==> config.mk <==
export PLATFORM = sky130hd
export DESIGN_NAME = mc_control_flat
export DESIGN_NICKNAME = d
export VERILOG_FILES = /design/src/rtl/mc_control_pkg.sv /design/src/rtl/mc_control_if.sv /design/src/rtl/mc_control_decode.sv /design/src/rtl/mc_control.sv /design/src/flat_wrapper.sv
export SDC_FILE = /design/constraint.sdc
export NUM_CORES = 1
export LEC_CHECK = 0
export CAP_MARGIN = 10
export CORE_MARGIN = 3
export CORE_UTILIZATION = 45
export DETAILED_ROUTE_END_ITERATION = 8
export PLACE_DENSITY = 0.77
export SETUP_SLACK_MARGIN = 0.2
export SLEW_MARGIN = 20
export SYNTH_ARGS = -nofsm -noshare
export SYNTH_HDL_FRONTEND = slang
export SYNTH_SLANG_ARGS = --single-unit
export TNS_END_PERCENT = 50
==> constraint.sdc <==
create_clock -name clk -period 2.6 [get_ports clk]
set_input_delay 0.65 -clock clk [delete_from_list [all_inputs] [get_ports clk]]
set_output_delay 0.65 -clock clk [all_outputs]
set_load 0.01 [all_outputs]
==> src/rtl/mc_control_pkg.sv <==
// Shared definitions for the multi-cycle control unit: state encodings,
// opcode/funct constants, ALU/RegDst/MemtoReg codes and instruction classes.
package mc_defs;

  typedef enum logic [2:0] {
    S_IF  = 3'd0,
    S_ID  = 3'd1,
    S_EXE = 3'd2,
    S_MEM = 3'd3,
    S_WB  = 3'd4,
    S_ERR = 3'd7
  } state_e;

  localparam logic [5:0] OP_RTYPE = 6'h00;
  localparam logic [5:0] OP_J     = 6'h02;
  localparam logic [5:0] OP_JAL   = 6'h03;
  localparam logic [5:0] OP_BEQ   = 6'h04;
  localparam logic [5:0] OP_ORI   = 6'h0d;
  localparam logic [5:0] OP_LUI   = 6'h0f;
  localparam logic [5:0] OP_LW    = 6'h23;
  localparam logic [5:0] OP_SW    = 6'h2b;

  localparam logic [5:0] FN_ADDU = 6'h21;
  localparam logic [5:0] FN_SUBU = 6'h23;
  localparam logic [5:0] FN_AND  = 6'h24;
  localparam logic [5:0] FN_OR   = 6'h25;
  localparam logic [5:0] FN_SLT  = 6'h2a;

  localparam logic [2:0] ALU_ADD = 3'd0;
  localparam logic [2:0] ALU_SUB = 3'd1;
  localparam logic [2:0] ALU_OR  = 3'd2;
  localparam logic [2:0] ALU_AND = 3'd3;
  localparam logic [2:0] ALU_SLT = 3'd4;
  localparam logic [2:0] ALU_LUI = 3'd5;

  localparam logic [1:0] RD_RT  = 2'd0;
  localparam logic [1:0] RD_RD  = 2'd1;
  localparam logic [1:0] RD_R31 = 2'd2;

  localparam logic [1:0] WB_ALU = 2'd0;
  localparam logic [1:0] WB_MEM = 2'd1;
  localparam logic [1:0] WB_PC4 = 2'd2;

  typedef enum logic [3:0] {
    CL_RTYPE, CL_ORI, CL_LUI, CL_LW, CL_SW, CL_BEQ, CL_J, CL_JAL, CL_ILL
  } iclass_e;

endpackage

==> src/rtl/mc_control_if.sv <==
// Controller <-> datapath/memory bundle. master = control unit, slave = datapath.
interface mc_control_if #(parameter int CNT_W = 32);
  logic [5:0]       opcode;
  logic [5:0]       funct;
  logic             zero;
  logic             mem_ready;
  logic             PCwrt;
  logic             branch;
  logic             jump;
  logic             IRwrt;
  logic             RegWrite;
  logic [1:0]       RegDst;
  logic [1:0]       MemtoReg;
  logic             ALUSrc;
  logic             ExtOp;
  logic [2:0]       ALUop;
  logic             mem_rd;
  logic             mem_wr;
  logic             err;
  logic [2:0]       state;
  logic [CNT_W-1:0] instr_cnt;

  modport master (
    input  opcode, funct, zero, mem_ready,
    output PCwrt, branch, jump, IRwrt, RegWrite, RegDst, MemtoReg,
           ALUSrc, ExtOp, ALUop, mem_rd, mem_wr, err, state, instr_cnt
  );

  modport slave (
    output opcode, funct, zero, mem_ready,
    input  PCwrt, branch, jump, IRwrt, RegWrite, RegDst, MemtoReg,
           ALUSrc, ExtOp, ALUop, mem_rd, mem_wr, err, state, instr_cnt
  );
endinterface

==> src/rtl/mc_control_decode.sv <==
// Combinational instruction decoder: opcode/funct to instruction class,
// static datapath controls and an illegal-instruction flag.
module mc_decode
  import mc_defs::*;
(
  input  logic [5:0] opcode_i,
  input  logic [5:0] funct_i,
  output iclass_e    iclass_o,
  output logic [2:0] alu_op_o,
  output logic       alu_src_o,
  output logic       ext_op_o,
  output logic [1:0] reg_dst_o,
  output logic [1:0] mem_to_reg_o,
  output logic       illegal_o
);

  always_comb begin
    iclass_o     = CL_ILL;
    alu_op_o     = ALU_ADD;
    alu_src_o    = 1'b0;
    ext_op_o     = 1'b0;
    reg_dst_o    = RD_RT;
    mem_to_reg_o = WB_ALU;
    case (opcode_i)
      OP_RTYPE: begin
        iclass_o  = CL_RTYPE;
        reg_dst_o = RD_RD;
        case (funct_i)
          FN_ADDU: alu_op_o = ALU_ADD;
          FN_SUBU: alu_op_o = ALU_SUB;
          FN_AND:  alu_op_o = ALU_AND;
          FN_OR:   alu_op_o = ALU_OR;
          FN_SLT:  alu_op_o = ALU_SLT;
          default: iclass_o = CL_ILL;
        endcase
      end
      OP_ORI: begin
        iclass_o  = CL_ORI;
        alu_op_o  = ALU_OR;
        alu_src_o = 1'b1;
      end
      OP_LUI: begin
        iclass_o  = CL_LUI;
        alu_op_o  = ALU_LUI;
        alu_src_o = 1'b1;
      end
      OP_LW: begin
        iclass_o     = CL_LW;
        alu_src_o    = 1'b1;
        ext_op_o     = 1'b1;
        mem_to_reg_o = WB_MEM;
      end
      OP_SW: begin
        iclass_o  = CL_SW;
        alu_src_o = 1'b1;
        ext_op_o  = 1'b1;
      end
      OP_BEQ: begin
        iclass_o = CL_BEQ;
        alu_op_o = ALU_SUB;
        ext_op_o = 1'b1;
      end
      OP_J:   iclass_o = CL_J;
      OP_JAL: begin
        iclass_o     = CL_JAL;
        reg_dst_o    = RD_R31;
        mem_to_reg_o = WB_PC4;
      end
      default: iclass_o = CL_ILL;
    endcase
    illegal_o = (iclass_o == CL_ILL);
  end

endmodule

==> src/rtl/mc_control.sv <==
// Multi-cycle control FSM: IF/ID/EXE/MEM/WB sequencing, memory wait timeout
// trap into a sticky ERR state, and a retired-instruction counter.
module mc_control
  import mc_defs::*;
#(
  parameter int TIMEOUT = 16,
  parameter int CNT_W   = 32
) (
  input  logic         clk,
  input  logic         reset,
  mc_control_if.master bus
);

  localparam int WCNT_W = (TIMEOUT > 2) ? $clog2(TIMEOUT) : 1;

  state_e              state_q, state_d;
  logic [WCNT_W-1:0]   wcnt_q, wcnt_d;
  logic [CNT_W-1:0]    instr_cnt_q;

  iclass_e     iclass;
  logic [2:0]  dec_alu_op;
  logic        dec_alu_src, dec_ext_op, dec_illegal;
  logic [1:0]  dec_reg_dst, dec_mem_to_reg;

  logic        pc_wrt, branch, jump, ir_wrt, reg_write, alu_src, ext_op, mem_rd, mem_wr;
  logic [1:0]  reg_dst, mem_to_reg;
  logic [2:0]  alu_op;
  logic        wait_expired;

  mc_decode u_decode (
    .opcode_i     (bus.opcode),
    .funct_i      (bus.funct),
    .iclass_o     (iclass),
    .alu_op_o     (dec_alu_op),
    .alu_src_o    (dec_alu_src),
    .ext_op_o     (dec_ext_op),
    .reg_dst_o    (dec_reg_dst),
    .mem_to_reg_o (dec_mem_to_reg),
    .illegal_o    (dec_illegal)
  );

  // Expiry is checked on the cycle that would be the TIMEOUT-th wait.
  assign wait_expired = (TIMEOUT != 0) && (wcnt_q == WCNT_W'(TIMEOUT - 1));

  always_comb begin
    state_d    = state_q;
    wcnt_d     = '0;
    pc_wrt     = 1'b0;
    branch     = 1'b0;
    jump       = 1'b0;
    ir_wrt     = 1'b0;
    reg_write  = 1'b0;
    reg_dst    = RD_RT;
    mem_to_reg = WB_ALU;
    alu_src    = 1'b0;
    ext_op     = 1'b0;
    alu_op     = ALU_ADD;
    mem_rd     = 1'b0;
    mem_wr     = 1'b0;
    case (state_q)
      S_IF: begin
        mem_rd = 1'b1;
        if (bus.mem_ready) begin
          ir_wrt  = 1'b1;
          state_d = S_ID;
        end else if (wait_expired) begin
          state_d = S_ERR;
        end else begin
          wcnt_d = wcnt_q + 1'b1;
        end
      end
      S_ID: begin
        if (dec_illegal) begin
          state_d = S_ERR;
        end else if (iclass == CL_J || iclass == CL_JAL) begin
          jump    = 1'b1;
          pc_wrt  = 1'b1;
          state_d = S_IF;
          if (iclass == CL_JAL) begin
            reg_write  = 1'b1;
            reg_dst    = dec_reg_dst;
            mem_to_reg = dec_mem_to_reg;
          end
        end else begin
          state_d = S_EXE;
        end
      end
      S_EXE: begin
        alu_op  = dec_alu_op;
        alu_src = dec_alu_src;
        ext_op  = dec_ext_op;
        case (iclass)
          CL_RTYPE, CL_ORI, CL_LUI: state_d = S_WB;
          CL_LW, CL_SW:             state_d = S_MEM;
          CL_BEQ: begin
            branch  = bus.zero;
            pc_wrt  = 1'b1;
            state_d = S_IF;
          end
          default:                  state_d = S_ERR;
        endcase
      end
      S_MEM: begin
        alu_op  = dec_alu_op;
        alu_src = dec_alu_src;
        ext_op  = dec_ext_op;
        mem_rd  = (iclass == CL_LW);
        mem_wr  = (iclass == CL_SW);
        if (bus.mem_ready) begin
          if (iclass == CL_LW) begin
            state_d = S_WB;
          end else if (iclass == CL_SW) begin
            pc_wrt  = 1'b1;
            state_d = S_IF;
          end else begin
            state_d = S_ERR;
          end
        end else if (wait_expired) begin
          state_d = S_ERR;
        end else begin
          wcnt_d = wcnt_q + 1'b1;
        end
      end
      S_WB: begin
        alu_op     = dec_alu_op;
        alu_src    = dec_alu_src;
        ext_op     = dec_ext_op;
        reg_dst    = dec_reg_dst;
        mem_to_reg = dec_mem_to_reg;
        reg_write  = 1'b1;
        pc_wrt     = 1'b1;
        state_d    = S_IF;
      end
      S_ERR:   state_d = S_ERR;
      default: state_d = S_ERR;
    endcase
    // Reset aborts the in-flight instruction: nothing may retire or touch memory.
    if (reset) begin
      pc_wrt     = 1'b0;
      branch     = 1'b0;
      jump       = 1'b0;
      ir_wrt     = 1'b0;
      reg_write  = 1'b0;
      reg_dst    = RD_RT;
      mem_to_reg = WB_ALU;
      alu_src    = 1'b0;
      ext_op     = 1'b0;
      alu_op     = ALU_ADD;
      mem_rd     = 1'b0;
      mem_wr     = 1'b0;
    end
  end

  always_ff @(posedge clk) begin
    if (reset) begin
      state_q     <= S_IF;
      wcnt_q      <= '0;
      instr_cnt_q <= '0;
    end else begin
      state_q <= state_d;
      wcnt_q  <= wcnt_d;
      if (pc_wrt) instr_cnt_q <= instr_cnt_q + 1'b1;
    end
  end

  assign bus.PCwrt     = pc_wrt;
  assign bus.branch    = branch;
  assign bus.jump      = jump;
  assign bus.IRwrt     = ir_wrt;
  assign bus.RegWrite  = reg_write;
  assign bus.RegDst    = reg_dst;
  assign bus.MemtoReg  = mem_to_reg;
  assign bus.ALUSrc    = alu_src;
  assign bus.ExtOp     = ext_op;
  assign bus.ALUop     = alu_op;
  assign bus.mem_rd    = mem_rd;
  assign bus.mem_wr    = mem_wr;
  assign bus.err       = (state_q == S_ERR);
  assign bus.state     = state_q;
  assign bus.instr_cnt = instr_cnt_q;

endmodule

==> src/flat_wrapper.sv <==
// flat-port wrapper written by rule: the top's interface ports become plain ports
module mc_control_flat import mc_defs::*;
#(
  parameter int TIMEOUT = 16,
  parameter int CNT_W   = 32
)
  (clk, reset, bus_opcode, bus_funct, bus_zero, bus_mem_ready, bus_PCwrt, bus_branch, bus_jump, bus_IRwrt, bus_RegWrite, bus_RegDst, bus_MemtoReg, bus_ALUSrc, bus_ExtOp, bus_ALUop, bus_mem_rd, bus_mem_wr, bus_err, bus_state, bus_instr_cnt);
  mc_control_if #(.CNT_W(CNT_W)) bus_i ();
  input  logic clk;
  input  logic reset;
  input wire logic [$bits(bus_i.opcode)-1:0] bus_opcode;
  input wire logic [$bits(bus_i.funct)-1:0] bus_funct;
  input wire logic [$bits(bus_i.zero)-1:0] bus_zero;
  input wire logic [$bits(bus_i.mem_ready)-1:0] bus_mem_ready;
  output wire logic [$bits(bus_i.PCwrt)-1:0] bus_PCwrt;
  output wire logic [$bits(bus_i.branch)-1:0] bus_branch;
  output wire logic [$bits(bus_i.jump)-1:0] bus_jump;
  output wire logic [$bits(bus_i.IRwrt)-1:0] bus_IRwrt;
  output wire logic [$bits(bus_i.RegWrite)-1:0] bus_RegWrite;
  output wire logic [$bits(bus_i.RegDst)-1:0] bus_RegDst;
  output wire logic [$bits(bus_i.MemtoReg)-1:0] bus_MemtoReg;
  output wire logic [$bits(bus_i.ALUSrc)-1:0] bus_ALUSrc;
  output wire logic [$bits(bus_i.ExtOp)-1:0] bus_ExtOp;
  output wire logic [$bits(bus_i.ALUop)-1:0] bus_ALUop;
  output wire logic [$bits(bus_i.mem_rd)-1:0] bus_mem_rd;
  output wire logic [$bits(bus_i.mem_wr)-1:0] bus_mem_wr;
  output wire logic [$bits(bus_i.err)-1:0] bus_err;
  output wire logic [$bits(bus_i.state)-1:0] bus_state;
  output wire logic [$bits(bus_i.instr_cnt)-1:0] bus_instr_cnt;
  assign bus_i.opcode = bus_opcode;
  assign bus_i.funct = bus_funct;
  assign bus_i.zero = bus_zero;
  assign bus_i.mem_ready = bus_mem_ready;
  assign bus_PCwrt = bus_i.PCwrt;
  assign bus_branch = bus_i.branch;
  assign bus_jump = bus_i.jump;
  assign bus_IRwrt = bus_i.IRwrt;
  assign bus_RegWrite = bus_i.RegWrite;
  assign bus_RegDst = bus_i.RegDst;
  assign bus_MemtoReg = bus_i.MemtoReg;
  assign bus_ALUSrc = bus_i.ALUSrc;
  assign bus_ExtOp = bus_i.ExtOp;
  assign bus_ALUop = bus_i.ALUop;
  assign bus_mem_rd = bus_i.mem_rd;
  assign bus_mem_wr = bus_i.mem_wr;
  assign bus_err = bus_i.err;
  assign bus_state = bus_i.state;
  assign bus_instr_cnt = bus_i.instr_cnt;
  mc_control #(.TIMEOUT(TIMEOUT), .CNT_W(CNT_W)) u_core (.clk(clk), .reset(reset), .bus(bus_i));
endmodule
# == Word level (Yosys, flattened, before mapping) ==
# Cells that the tools add are included.
# op_classes
add_sub_neg,2
eq_ne,26
n_mux,58
n_bitwise,1
reduce_logical,12
# ops
cell,count
$eq A6 B6 Y1 const B,7
$add A32 B1 Y32 const B,1
$pmux W4 S8,1
$mux W1,28
$mux W3,8
$pmux W3 S4,2
$mux W2,9
$eq A4 B3 Y1 const B,4
$pmux W2 S2,4
$pmux W3 S5,1
$eq A6 B2 Y1 const B,2
$eq A6 B4 Y1 const B,2
$pmux W3 S3,1
$reduce_or A3 Y1,3
$eq A4 B2 Y1 const B,2
$eq A4 B4 Y1 const B,2
$reduce_or A4 Y1,2
$eq A3 B2 Y1 const B,2
$eq A3 B3 Y1 const B,2
$eq A6 B3 Y1 const B,1
$logic_not A6 Y1,1
$reduce_or A5 Y1,1
$add A4 B1 Y4 const B,1
$eq A4 B1 Y1 const B,1
other kinds (9),11
# totals
regBits,39
in_bits,16

# == Depth between registers and ports, before layout ==
# depth
word_depth,10
depth_mapped,8

# == Cells and area by module ==
# A second synthesis with hierarchy kept.
# hier_totals
hier_cells,338
hier_area_um2,2581.2
# by_module_without_submodules
mod,n_inst,cells_each,area_each_um2
mc_control,1,280,2234.6
mc_decode,1,58,346.6

# == Least setup slack after synthesis ==
# OpenSTA, ideal clock, no wires.
# synth_timing
path_type,in2out
start,in bus_opcode[2]
end,out bus_RegDst[1]
t_arrival_ns,1.924
slack_ns,0.026
cell_stages,6
n_path_buf,1
cell_sequence,nor3_1 nand3_1 o31ai_1 nand2_1 nor2_1 buf_4
# synth_between
elab_chain_len,8
elab_cells_between_ends,19
cone_classes,eq/ne (10); mux (7); reduce/logical (2)
# synth_rtl
element,line_no,source
start: declaration,flat_wrapper.sv:11,input wire logic [$bits(bus_i.opcode)-1:0] bus_opcode;
$eq A6 B2 Y1 (tied with other cells),mc_control_decode.sv:24,case (opcode_i)
$pmux W4 S8,mc_control_decode.sv:24,
"$eq A4 B3 Y1, on equally long branches","mc_control.sv:75, mc_control.sv:79",
$mux W2 / $logic_or A1 B1 Y1 (equally long branches),"mc_control.sv:79, mc_control.sv:75",
$mux W2,mc_control.sv:75,end else if (iclass == CL_J || iclass == CL_JAL) begin
$mux W2,mc_control.sv:73,if (dec_illegal) begin
$pmux W2 S2 (*),mc_control.sv:60,case (state_q)
$mux W2 (*),mc_control.sv:138,if (reset) begin
end: declaration,flat_wrapper.sv:20,output wire logic [$bits(bus_i.RegDst)-1:0] bus_RegDst;
# Mark *: on every way between the ends. The rest lies on a longest branch, timed or not.

# == Worst setup path after layout ==
# layout_timing
start,in bus_opcode[2]
end,out bus_PCwrt
# layout_between
elab_chain_len,8
elab_cells_between_ends,24
cone_classes,eq/ne (13); mux (9); reduce/logical (2)
# layout_rtl
element,line_no,source
$eq A6 B2 Y1 (tied with other cells),mc_control_decode.sv:24,
$pmux W4 S8 (*),mc_control_decode.sv:24,
"$eq A4 B3 Y1, on equally long branches","mc_control.sv:112, mc_control.sv:75",
$mux W1 / $logic_or A1 B1 Y1 (equally long branches),"mc_control.sv:112, mc_control.sv:75",
"$mux W1, on equally long branches","mc_control.sv:110, mc_control.sv:75",
"$mux W1, on equally long branches","mc_control.sv:109, mc_control.sv:73",
$pmux W1 S4 (*),mc_control.sv:60,
$mux W1 (*),mc_control.sv:138,
end: declaration,flat_wrapper.sv:15,output wire logic [$bits(bus_i.PCwrt)-1:0] bus_PCwrt;
# Marks and branches as above.

==> impl_metrics.py <==
metrics = {
    "logic_synthesis": {
        "syn_nets": 364,
        "synth_cells": 346,
        "syn-cell-area_mm2": 0.00268,
        "ys_seq_elements": 39,
        "async_flop_share": 0,
        "ys_seq_area_frac": 0.292,
        "synth.area.mux_share": 0.120,
        "avgSynthCellArea_um2": 7.74,
        "synth-xor-area-share": 0.0131,
        "synthAdderAreaFrac": 0.00935,
        "netlist_top_cells_area": "dfxtp_1, nor2_1, mux2_1, nor2b_1, a21oi_1",
        "synth_top_family_by_area": "simple AND/OR/NAND/NOR gates",
        "yosysTopAreaCellShare": 0.292,
        "synth_top_flop_cell": "dfxtp_1",
        "synth_edf_count": 0,
        "synthSimpleGateAreaFrac": 0.338,
        "synth-compound-area-share": 0.170,
        "yosys_warnings": 0,
        "yosys.area.top_type": "dfxtp_1",
        "synthDistinctLibCells": 54,
    },
    "hold_path": {
        "hold_start": "u_core.wcnt_q[0]",
        "hp-class": "flip-flop to flip-flop",
    },
    "global_route": {
        "grt_max_degree": 61,
        "grt_overflow_total": 0,
        "grt_pass1_wl_um": 16400,
        "grt_antenna_before_repair": 0,
        "grt_usage": 0.286,
        "grt_pass1_vias": 3341,
    },
    "critical_path": {
        "crit_chain": "buf_8 > buf_6 > nor3_4 > buf_4 > buf_6 > buf_6 > a41o_1 > o211ai_1 > nand2_2 > buf_6",
        "crit_path_start_kind": "primary input",
        "r2r_slack_ns": 0.03,
        "timing.rr.end": "u_core.bus.instr_cnt[30]",
        "critical_path_buf_inv_count": 6,
        "endpoint_kind": "primary output",
        "cp-endpoint": "bus_PCwrt",
        "cp_slowest_cell": "nor3_4",
        "slowest_delay_ns": 0.21,
        "path_depth": 10,
        "reg2reg_depth": 9,
        "crit_family": "buffers and inverters",
        "cp_max_fo": 4,
        "cpMostUsedCell": "buf_6",
        "r2r_start": "u_core.bus.state[2]",
        "required_ns": 1.95,
        "arrival_ns": 2.03,
        "crit_path_start": "bus_opcode[2]",
        "critPathKind": "primary input to primary output",
    },
    "cts": {
        "clkTransAtPathRegs_ns": 0.08,
        "numCtsBuffers": 5,
        "root_buffer": "clkbuf_8",
        "h-tree-depth": 2,
        "cts.sinks": 39,
        "clk_path_buf_depth": 2,
        "clk_latency_ns": 0.30,
        "cts_tree": "built",
        "hold_buffers": 0,
    },
    "status": {
        "failed_checks": "negative setup slack",
        "outcome": "finished, violations left",
    },
    "timing": {
        "tightest_slew_ns": 0.470,
        "max_clock_freq_mhz": 373,
        "rsz0062_at_grt": "true",
        "finalSetupViolations": 5,
        "hold_viol": 0,
        "slew_headroom": 0.684,
        "post-route-period-util": 1.03,
        "finClkSkew_ns": 0.00881,
        "setup_tns_ns": -0.293,
        "fin_crit_ns": 2.68,
        "finalMaxSlewViolations": 0,
        "worst_slack_ns": -0.0780,
    },
    "run": {
        "cap_violations": 0,
    },
    "detailed_routing": {
        "post_drt_via_cell_ratio": 6.31,
        "route.detailed.drc": 0,
        "antenna_left": 0,
        "wl_per_cell_um": 21.7,
        "vias": 3565,
        "drt-total-wl_um": 12200,
        "drtPass1Iterations": 5,
        "drt_iter0_markers": 489,
    },
    "placement": {
        "dp_hpwl_um": 5810,
        "port_buffers": 67,
        "placed_cell_area_mm2": 0.00384,
        "dp_worst_setup_slack_ns": -0.824,
        "gp_congestion": 0.927,
    },
    "floorplanning": {
        "io_pins": 68,
        "die_x_um": 83.1,
        "core-area_mm2": 0.00564,
        "core.rowCount": 27,
        "die_h_um": 83.1,
        "die-area_mm2": 0.00691,
        "initial_core_util": 0.474,
    },
    "finish": {
        "nets": 510,
        "drive_gt1_frac": 0.420,
        "antenna_cells": 0,
        "final_util": 0.849,
        "area_delta_synth_final_pct": 78.9,
        "design_area_mm2": 0.00479,
    },
    "power_and_ir_drop": {
        "switching_power_mw": 0.725,
        "p_per_area_mw_per_mm2": 404,
        "swShare": 0.374,
        "clkPwrFrac": 0.250,
        "leakage_nw": 1.83,
        "pwr-share-seq": 0.341,
        "cellInternalPower_mw": 1.21,
        "ir_drop_mv": 0.377,
        "comb_power_share": 0.409,
    },
}
[worst register-to-register path, stage by stage (launching register included)]
cell	delay (ns)
dfxtp_1	0.34
buf_4	0.21
nand2b_1	0.28
nor4_4	0.34
buf_4	0.17
buf_6	0.09
o211ai_1	0.20
buf_4	0.24
a211oi_4	0.27
mux2_4	0.33
[per-layer routing]
metal  GRT usage  up-vias  wire, um
li1            -     1523         -
met1       0.328     1692      4550
met2       0.497      271      6000
met3      0.0714       79      1070
met4       0.132        0       614
met5           0        -         0
[placed cells by master, fill, tap and decap left out, types with 7 or more instances in the layout]
cell and n:
nand2b_1 7, dfxtp_1 39, clkdlybuf4s50_1 39, buf_6 31
nand2_1 25, nor2_1 45, clkbuf_8 7, inv_1 10
buf_2 11, o21ai_0 8, nand3_1 18, nor2b_1 23
buf_4 62, mux2_4 23, nand4_1 7, a21oi_4 15
[metrics by stage]
step | total power [mW] | cells | hold WS, ns
4_1_cts | 1.79 | 556 | 0.462
6_report | 1.94 | 565 | 0.460
5_1_grt | 2.00 | 565 | 0.474
3_3_place_gp | 1.28 | 525 | 0.432
2_1_floorplan | 1.01 | 346 | 0.418
3_5_place_dp | 1.29 | 525 | 0.452
[power by group through the flow]
stage	registers (mW)	logic, mW	clock network [mW]
floorplan	0.672	0.340	0
global route	0.662	0.834	0.503
CTS	0.651	0.682	0.462
detailed placement	0.665	0.625	0
finish	0.660	0.792	0.483
global placement	0.664	0.614	0
[what timing repair did]
| item | in CTS | in global routing |
|---|---|---|
| pin swaps | 43 | 50 |
| gates resized for setup | 195 | 52 |
| setup endpoints to repair | 47 | 42 |
| endpoints found under the hold margin | 0 | 0 |
| gates cloned | 0 | 1 |
| buffers inserted | 23 | 8 |
[worst min-delay path by stage]
stage / slack, ns / depth (start not counted) / to
3_3_place_gp: 0.43 / 1 / u_core.wcnt_q[0]
4_1_cts: 0.46 / 1 / u_core.wcnt_q[0]
3_5_place_dp: 0.45 / 1 / u_core.wcnt_q[0]
6_report: 0.46 / 1 / u_core.wcnt_q[0]
5_1_grt: 0.47 / 1 / u_core.wcnt_q[0]
2_1_floorplan: 0.42 / 1 / u_core.wcnt_q[0]
[state kept, by name (all words and copies together) (netlist names)]
register,count
u_core.bus.instr_cnt,32
u_core.bus.state,3
u_core.wcnt_q,4
[synth_stat cells, types with 2 or more instances]
cell and number:
a211oi_1 7, a21oi_1 27, and3_1 6, and4_1 2, buf_2 4, buf_6 3, clkbuf_1 13, dfxtp_1 39
ha_1 2, inv_1 11, mux2_1 13, mux2_2 12, mux2i_1 4, nand2_1 29, nand2b_1 10, nand3_1 20
nand3b_1 3, nand4_1 7, nor2_1 47, nor2b_1 23, nor3_1 8, nor4_1 5, o211ai_1 6, o21ai_0 10
o311ai_0 2, o31ai_1 2, o32a_1 2, xnor2_1 2, xor2_1 2
[area by class of cell]
type | count | area [um^2]
Clock buffer | 8 | 100
Inverter | 12 | 45.0
Multi-Input combinational cell | 274 | 2260
Sequential cell | 39 | 781
Fill cell | 259 | 853
Timing Repair Buffer | 160 | 1510
Tap cell | 72 | 90.1
[cells by family after synthesis]
kind of cell             count (synthesis)
AO/OA/AOI/OAI                           68
XOR/XNOR                                 4
AND/OR/NAND/NOR                        171
multiplexers                            29
buffers and inverters                   33
adder cells (fa/ha/maj)                  2
flip-flops                              39
(Power assumes the default switching activity.)
